### config.mk
export PLATFORM = sky130hd
export DESIGN_NAME = comparator_tree_sort4_flat
export DESIGN_NICKNAME = d
export VERILOG_FILES = /design/src/rtl/comparator_tree_sort4_if.sv /design/src/rtl/comparator_tree_sort4.sv /design/src/flat_wrapper.sv
export SDC_FILE = /design/constraint.sdc
export NUM_CORES = 1
export LEC_CHECK = 0
export ABC_AREA = 1
export BUFFER_PORTS_ARGS = -buffer_cell sky130_fd_sc_hd__buf_4
export CORE_MARGIN = 8
export CORE_UTILIZATION = 50
export DETAILED_ROUTE_END_ITERATION = 12
export GPL_TIMING_DRIVEN = 0
export PLACE_DENSITY = 0.73
export SLEW_MARGIN = 10
export SYNTH_ARGS = -nofsm -noshare
export SYNTH_HDL_FRONTEND = slang
export SYNTH_SLANG_ARGS = --single-unit
### constraint.sdc
create_clock -name clk -period 1.8 [get_ports clk]
set_input_delay 0.36 -clock clk [delete_from_list [all_inputs] [get_ports clk]]
set_output_delay 0.36 -clock clk [all_outputs]
set_load 0.1 [all_outputs]
### src/rtl/comparator_tree_sort4_if.sv
// Bus bundle for the 4-wide sorting block: one unsorted set in, one sorted set out.
// The master modport is the producer/consumer side; the slave modport is the sorter.
interface comparator_tree_sort4_if #(
    parameter int WIDTH = 32
);
    logic             in_valid;
    logic [WIDTH-1:0] din1;
    logic [WIDTH-1:0] din2;
    logic [WIDTH-1:0] din3;
    logic [WIDTH-1:0] din4;
    logic             out_valid;
    logic [WIDTH-1:0] dout1;
    logic [WIDTH-1:0] dout2;
    logic [WIDTH-1:0] dout3;
    logic [WIDTH-1:0] dout4;

    modport master (
        output in_valid, din1, din2, din3, din4,
        input  out_valid, dout1, dout2, dout3, dout4
    );

    modport slave (
        input  in_valid, din1, din2, din3, din4,
        output out_valid, dout1, dout2, dout3, dout4
    );
endinterface

### src/rtl/comparator_tree_sort4.sv
// Four-input bitonic sorting network, three register stages, one set per clock.
// Data registers load every cycle; only the valid chain carries meaning.
module comparator_tree_sort4 #(
    parameter int WIDTH = 32
) (
    input  logic                  clk,
    input  logic                  rst,
    comparator_tree_sort4_if.slave bus
);

    logic [WIDTH-1:0] din_vec [4];
    logic [WIDTH-1:0] s1_next [4];
    logic [WIDTH-1:0] s1_reg  [4];
    logic [WIDTH-1:0] s2_next [4];
    logic [WIDTH-1:0] s2_reg  [4];
    logic [WIDTH-1:0] s3_next [4];
    logic [WIDTH-1:0] s3_reg  [4];
    logic [2:0]       valid_reg;

    assign din_vec[0] = bus.din1;
    assign din_vec[1] = bus.din2;
    assign din_vec[2] = bus.din3;
    assign din_vec[3] = bus.din4;

    // Each generate pass builds one compare-exchange per stage. Stage 1 sorts
    // the first pair ascending and the second descending, forming a bitonic
    // sequence that stages 2 and 3 merge. Equal words never swap.
    genvar gi;
    generate
        for (gi = 0; gi < 2; gi++) begin : g_ce
            localparam int A1 = 2 * gi;
            localparam int B1 = 2 * gi + 1;
            localparam bit UP1 = (gi == 0);
            localparam int A2 = gi;
            localparam int B2 = gi + 2;
            localparam int A3 = 2 * gi;
            localparam int B3 = 2 * gi + 1;

            logic swap1;
            logic swap2;
            logic swap3;

            assign swap1 = UP1 ? (din_vec[A1] > din_vec[B1])
                               : (din_vec[A1] < din_vec[B1]);
            assign s1_next[A1] = swap1 ? din_vec[B1] : din_vec[A1];
            assign s1_next[B1] = swap1 ? din_vec[A1] : din_vec[B1];

            assign swap2 = s1_reg[A2] > s1_reg[B2];
            assign s2_next[A2] = swap2 ? s1_reg[B2] : s1_reg[A2];
            assign s2_next[B2] = swap2 ? s1_reg[A2] : s1_reg[B2];

            assign swap3 = s2_reg[A3] > s2_reg[B3];
            assign s3_next[A3] = swap3 ? s2_reg[B3] : s2_reg[A3];
            assign s3_next[B3] = swap3 ? s2_reg[A3] : s2_reg[B3];
        end
    endgenerate

    always_ff @(posedge clk) begin
        if (rst) begin
            for (int i = 0; i < 4; i++) begin
                s1_reg[i] <= '0;
                s2_reg[i] <= '0;
                s3_reg[i] <= '0;
            end
            valid_reg <= '0;
        end else begin
            for (int i = 0; i < 4; i++) begin
                s1_reg[i] <= s1_next[i];
                s2_reg[i] <= s2_next[i];
                s3_reg[i] <= s3_next[i];
            end
            valid_reg <= {valid_reg[1:0], bus.in_valid};
        end
    end

    assign bus.out_valid = valid_reg[2];
    assign bus.dout1     = s3_reg[0];
    assign bus.dout2     = s3_reg[1];
    assign bus.dout3     = s3_reg[2];
    assign bus.dout4     = s3_reg[3];

endmodule

### src/flat_wrapper.sv
// flat-port wrapper written by rule: the top's interface ports become plain ports
module comparator_tree_sort4_flat 
#(
    parameter int WIDTH = 32
)
  (clk, rst, bus_in_valid, bus_din1, bus_din2, bus_din3, bus_din4, bus_out_valid, bus_dout1, bus_dout2, bus_dout3, bus_dout4);
  comparator_tree_sort4_if #(.WIDTH(WIDTH)) bus_i ();
  input  logic clk;
  input  logic rst;
  input wire logic [$bits(bus_i.in_valid)-1:0] bus_in_valid;
  input wire logic [$bits(bus_i.din1)-1:0] bus_din1;
  input wire logic [$bits(bus_i.din2)-1:0] bus_din2;
  input wire logic [$bits(bus_i.din3)-1:0] bus_din3;
  input wire logic [$bits(bus_i.din4)-1:0] bus_din4;
  output wire logic [$bits(bus_i.out_valid)-1:0] bus_out_valid;
  output wire logic [$bits(bus_i.dout1)-1:0] bus_dout1;
  output wire logic [$bits(bus_i.dout2)-1:0] bus_dout2;
  output wire logic [$bits(bus_i.dout3)-1:0] bus_dout3;
  output wire logic [$bits(bus_i.dout4)-1:0] bus_dout4;
  assign bus_i.in_valid = bus_in_valid;
  assign bus_i.din1 = bus_din1;
  assign bus_i.din2 = bus_din2;
  assign bus_i.din3 = bus_din3;
  assign bus_i.din4 = bus_din4;
  assign bus_out_valid = bus_i.out_valid;
  assign bus_dout1 = bus_i.dout1;
  assign bus_dout2 = bus_i.dout2;
  assign bus_dout3 = bus_i.dout3;
  assign bus_dout4 = bus_i.dout4;
  comparator_tree_sort4 #(.WIDTH(WIDTH)) u_core (.clk(clk), .rst(rst), .bus(bus_i));
endmodule
# Word-level counts from Yosys, hierarchy flattened
# Memories as Yosys holds them, arrays and structs flattened.
# Cells that the tools add are included.
# word_totals
regBits,3
ramBits,384
input_bits,131
wordCells,49
mem_count,3
# mem_list
name,words,word_bits,rd,rd_clocked_by_memory_dff,write_ports,line,text
u_core.s1_reg,4,32,4,0,4,comparator_tree_sort4.sv:13,logic [WIDTH-1:0] s1_reg [4];
u_core.s2_reg,4,32,4,0,4,comparator_tree_sort4.sv:15,logic [WIDTH-1:0] s2_reg [4];
u_core.s3_reg,4,32,4,0,4,comparator_tree_sort4.sv:17,logic [WIDTH-1:0] s3_reg [4];
# op_classes
n_lt_le_gt_ge,6
mux,27
n_bitwise,12
# op_table
cell,n
$mux 32,24
$gt 32x32->1,5
$lt 32x32->1,1
$or 1x1->1,12
$mux 1,3

# Depth between registers and ports, before layout
# depth
ltp_word,3
depth_mapped,18
mapped_depth_nobuf,16

# Worst setup path after synthesis
# OpenSTA, ideal clock, no wires.
# synth_timing
path_kind,in2reg
startpoint,input port bus_din2[19]
endpoint,memory u_core.s1_reg[0][11]
setup_ps,115
t_arrival_ps,1681
required_ps,1685
slack_ps,4
path_stages,14
path_cell_list,inv_1 ha_1 nand2_1 inv_1 nand2_1 nand2_1 nand2_1 nand3_1 a21oi_1 nand2_2 buf_4 buf_4 a21oi_1 nor2_1
# synth_lines
element,line,text
from (decl),flat_wrapper.sv:12,input wire logic [$bits(bus_i.din2)-1:0] bus_din2;
to (decl),comparator_tree_sort4.sv:13,

==> impl_metrics.yaml <==
place:
  post-dp-hpwl_um: 65600
  placed_area_um2: 24400
  port_buffers: 259
  routabilityCongestion: 1.03
synth:
  yosys_warnings: 0
  synth-simple-area-share_pct: 27.8
  synth_top_family_by_area: "simple AND/OR/NAND/NOR gates"
  ys_seq_area_share_pct: 35.6
  synth_area_um2: 21700
  yosysTopAreaCellShare_pct: 35.6
  synth_xor_area_share_pct: 0
  synth-seq-cells: 387
  synthCells: 3166
  synthTopCellsByArea: "dfxtp_1, ha_1, a21oi_1"
  synthDistinctLibCells: 24
  synthesis.nets: 3488
  avgSynthCellArea_um2: 6.87
  synth.area.mux_share_pct: 0
  synth_fa_ha_area_share_pct: 11.0
  synth_top_cell_by_area: "dfxtp_1"
  synth_compound_area_share_pct: 11.5
sta:
  slew_headroom_pct: 27.4
  rsz0062_at_grt: "yes"
  fin_crit_ns: 2.50
  clock_skew_ns: 0.0232
  layout_setup_ws_ns: -0.701
  setup_viol: 269
  fmaxAchievable_mhz: 400
  post-route-period-util_pct: 139
  slew_violations: 0
  hold_viol_final: 0
  whs_ns: 0.0249
  tightestPinTransition_ns: 1.09
die:
  die_y_um: 225
  die_area_um2: 50400
  core_region_area_um2: 43000
  io_pins: 260
  start_util_pct: 50.6
  die_x_um: 225
  rows: 76
global_routing:
  antenna_found_initial: 7
  grt_max_degree: 16
  grt_pass1_vias: 22600
  grt-ovfl-total: 0
  grt_usage_pct: 32.9
  grt_pass1_wl_um: 129000
run:
  cap_violations: 0
clocking:
  cts_inserted_buffers: 40
  cts_sinks: 387
  clockBufferDepth: 3
  cts_tree: "done"
  clk_latency_ns: 0.59
  path_clk_slew_ns: 0.06
  h-tree-depth: 2
  root_buffer: "clkbuf_16"
critical_path:
  worstPathArrival_ns: 2.99
  worstPathRequired_ns: 2.29
  r2r_start: "u_core.s1_reg[2][28]$_SDFF_PP0_"
  critPathKind: "reg2reg"
  start_kind: "flip-flop"
  ff2ff_path_depth: 13
  timing.rr.end: "u_core.s2_reg[0][13]$_SDFF_PP0_"
  cp_max_fo: 6
  ff2ff_setup_slack_ns: -0.70
  worstSetupEndpointType: "flip-flop"
status:
  violations: "negative setup slack"
  status: "finished with violations"
layout:
  fillers: 2691
  layout-drive-gt1-share_pct: 46.3
  utilization_pct: 79.1
  nets: 3958
  syn_to_final_growth_pct: 56.3
  fin_area_um2: 34000
detailed_routing:
  highest_layer: "met5"
  dr_wl_met3_um: 10100
  drcViolationCount: 0
  ant_nets: 0
  route.met2.wl_um: 45000
  num_vias: 25000
  vias_per_cell: 5.88
  drt-wirelength-per-cell_um: 23.3
  wl_met1_um: 36700
  drtIter0Drc: 2932
  wl_um: 99200
  drt_pass1_iterations: 8
power:
  power_w: 0.0537
  cellLeakagePower_nw: 15.8
  vdd_drop_max_mv: 1.71
  power.density_nw_per_um2: 1580
hold_path:
  hold_end: "u_core.s1_reg[3][25]$_SDFF_PP0_"
  hold_depth: 3
  hold_start: "bus_din4[25]"
  hold_path.class: "in2reg"
## layer usage
metal | vias up | GRT usage (%)
met4 | 8 | 16.1
met2 | 1676 | 53.9
met5 | - | 0
li1 | 11100 | -
met3 | 555 | 6.07
met1 | 11700 | 41.4
## report_power, final
group          internal, W  switching (W)  total, W  leakage [nW]
clock              0.00493        0.00364   0.00857         0.657
combinational       0.0116         0.0211    0.0326          11.9
sequential          0.0108        0.00172    0.0125          3.28
## cell usage in the layout (no fill, tap or decap), types with 74 or more instances in the layout
cell type / Yosys / routed
ha_1: 191 / 102
nand3_1: 396 / 222
inv_2: 0 / 74
dfxtp_1: 387 / 199
nand3_2: 0 / 139
buf_4: 61 / 391
a21oi_4: 0 / 78
inv_1: 431 / 344
nand2_1: 586 / 429
ha_4: 0 / 85
dfxtp_2: 0 / 133
a21oi_2: 0 / 111
nand2_2: 2 / 120
nor2_4: 0 / 81
a21oi_1: 466 / 277
nor2_1: 444 / 302
## per-stage QoR
stage	setup WS, ns	setup TNS (ns)	cells
2_1_floorplan	0.00444	0	3166
3_3_place_gp	-0.774	-164.23	4010
3_5_place_dp	-0.802	-170.68	4010
4_1_cts	-0.325	-55.58	4185
5_1_grt	-0.720	-126.42	4252
6_report	-0.701	-106.24	4255
## cells in the mapped netlist
library cell	number
clkbuf_1	31
nand4_1	12
buf_2	60
buf_6	47
a21o_1	6
clkinv_1	1
nor2_2	5
nand2_2	2
inv_1	431
nand3b_1	1
ha_1	191
nor3_1	2
nand4_2	2
nand2_1	586
dfxtp_1	387
nor3_2	3
a21oi_1	466
o21ai_0	14
buf_1	11
nand3_1	396
o21a_1	6
o21ai_1	1
buf_4	61
nor2_1	444
## worst max-delay path, cell delays in order (launching register included)
cell and delay [ns]:
dfxtp_4 0.40, inv_1 0.10, ha_1 0.30, nand2_1 0.09, nor2_2 0.18, nand2_2 0.11, nor2_4 0.23, nand4_1 0.15
buf_6 0.19, buf_12 0.16, buf_8 0.13, nand3_2 0.06, nand2_1 0.07, nor2_1 0.23
## logic make-up after synthesis
logic type | after synthesis
AND/OR/NAND/NOR | 1453
buffers and inverters | 642
AO/OA/AOI/OAI | 493
flip-flops | 387
adder cells (fa/ha/maj) | 191
## timing repair
| item | 4_1_cts | 5_1_grt |
|---|---|---|
| setup endpoints to repair | 257 | 380 |
| hold buffers | 2 | 0 |
| pin swaps | 195 | 315 |
| endpoints found under the hold margin | 3 | 0 |
| buffers inserted | 70 | 47 |
| gates resized for setup | 880 | 733 |
| cloned | 31 | 23 |
## how the worst max path moves through the flow
stage                               startpoint                         endpoint  slack, ns
2_1_floorplan                     bus_din2[19]  u_core.s1_reg[0][11]$_SDFF_PP0_      0.004
3_3_place_gp                               rst  u_core.s1_reg[0][31]$_SDFF_PP0_      -0.77
3_5_place_dp    u_core.s1_reg[3][7]$_SDFF_PP0_   u_core.s2_reg[3][6]$_SDFF_PP0_      -0.80
4_1_cts        u_core.s1_reg[2][10]$_SDFF_PP0_   u_core.s2_reg[0][1]$_SDFF_PP0_      -0.32
5_1_grt        u_core.s1_reg[2][28]$_SDFF_PP0_   u_core.s2_reg[2][7]$_SDFF_PP0_      -0.72
6_report       u_core.s1_reg[2][28]$_SDFF_PP0_  u_core.s2_reg[0][13]$_SDFF_PP0_      -0.70
## final cells by class
cell class	count	area (um2)	area share, %
multi-input cells	2137	15800	46.5
flip-flops and latches	387	8120	23.9
repair buffers	428	4140	12.2
plain buffers	210	2180	6.42
inverters	432	1650	4.87
clock buffers	53	1100	3.24
well taps	585	732	2.15
clock inverters	19	241	0.711
diodes	4	10.0	0.0295
Note: power is estimated with default switching activity, not from simulation.
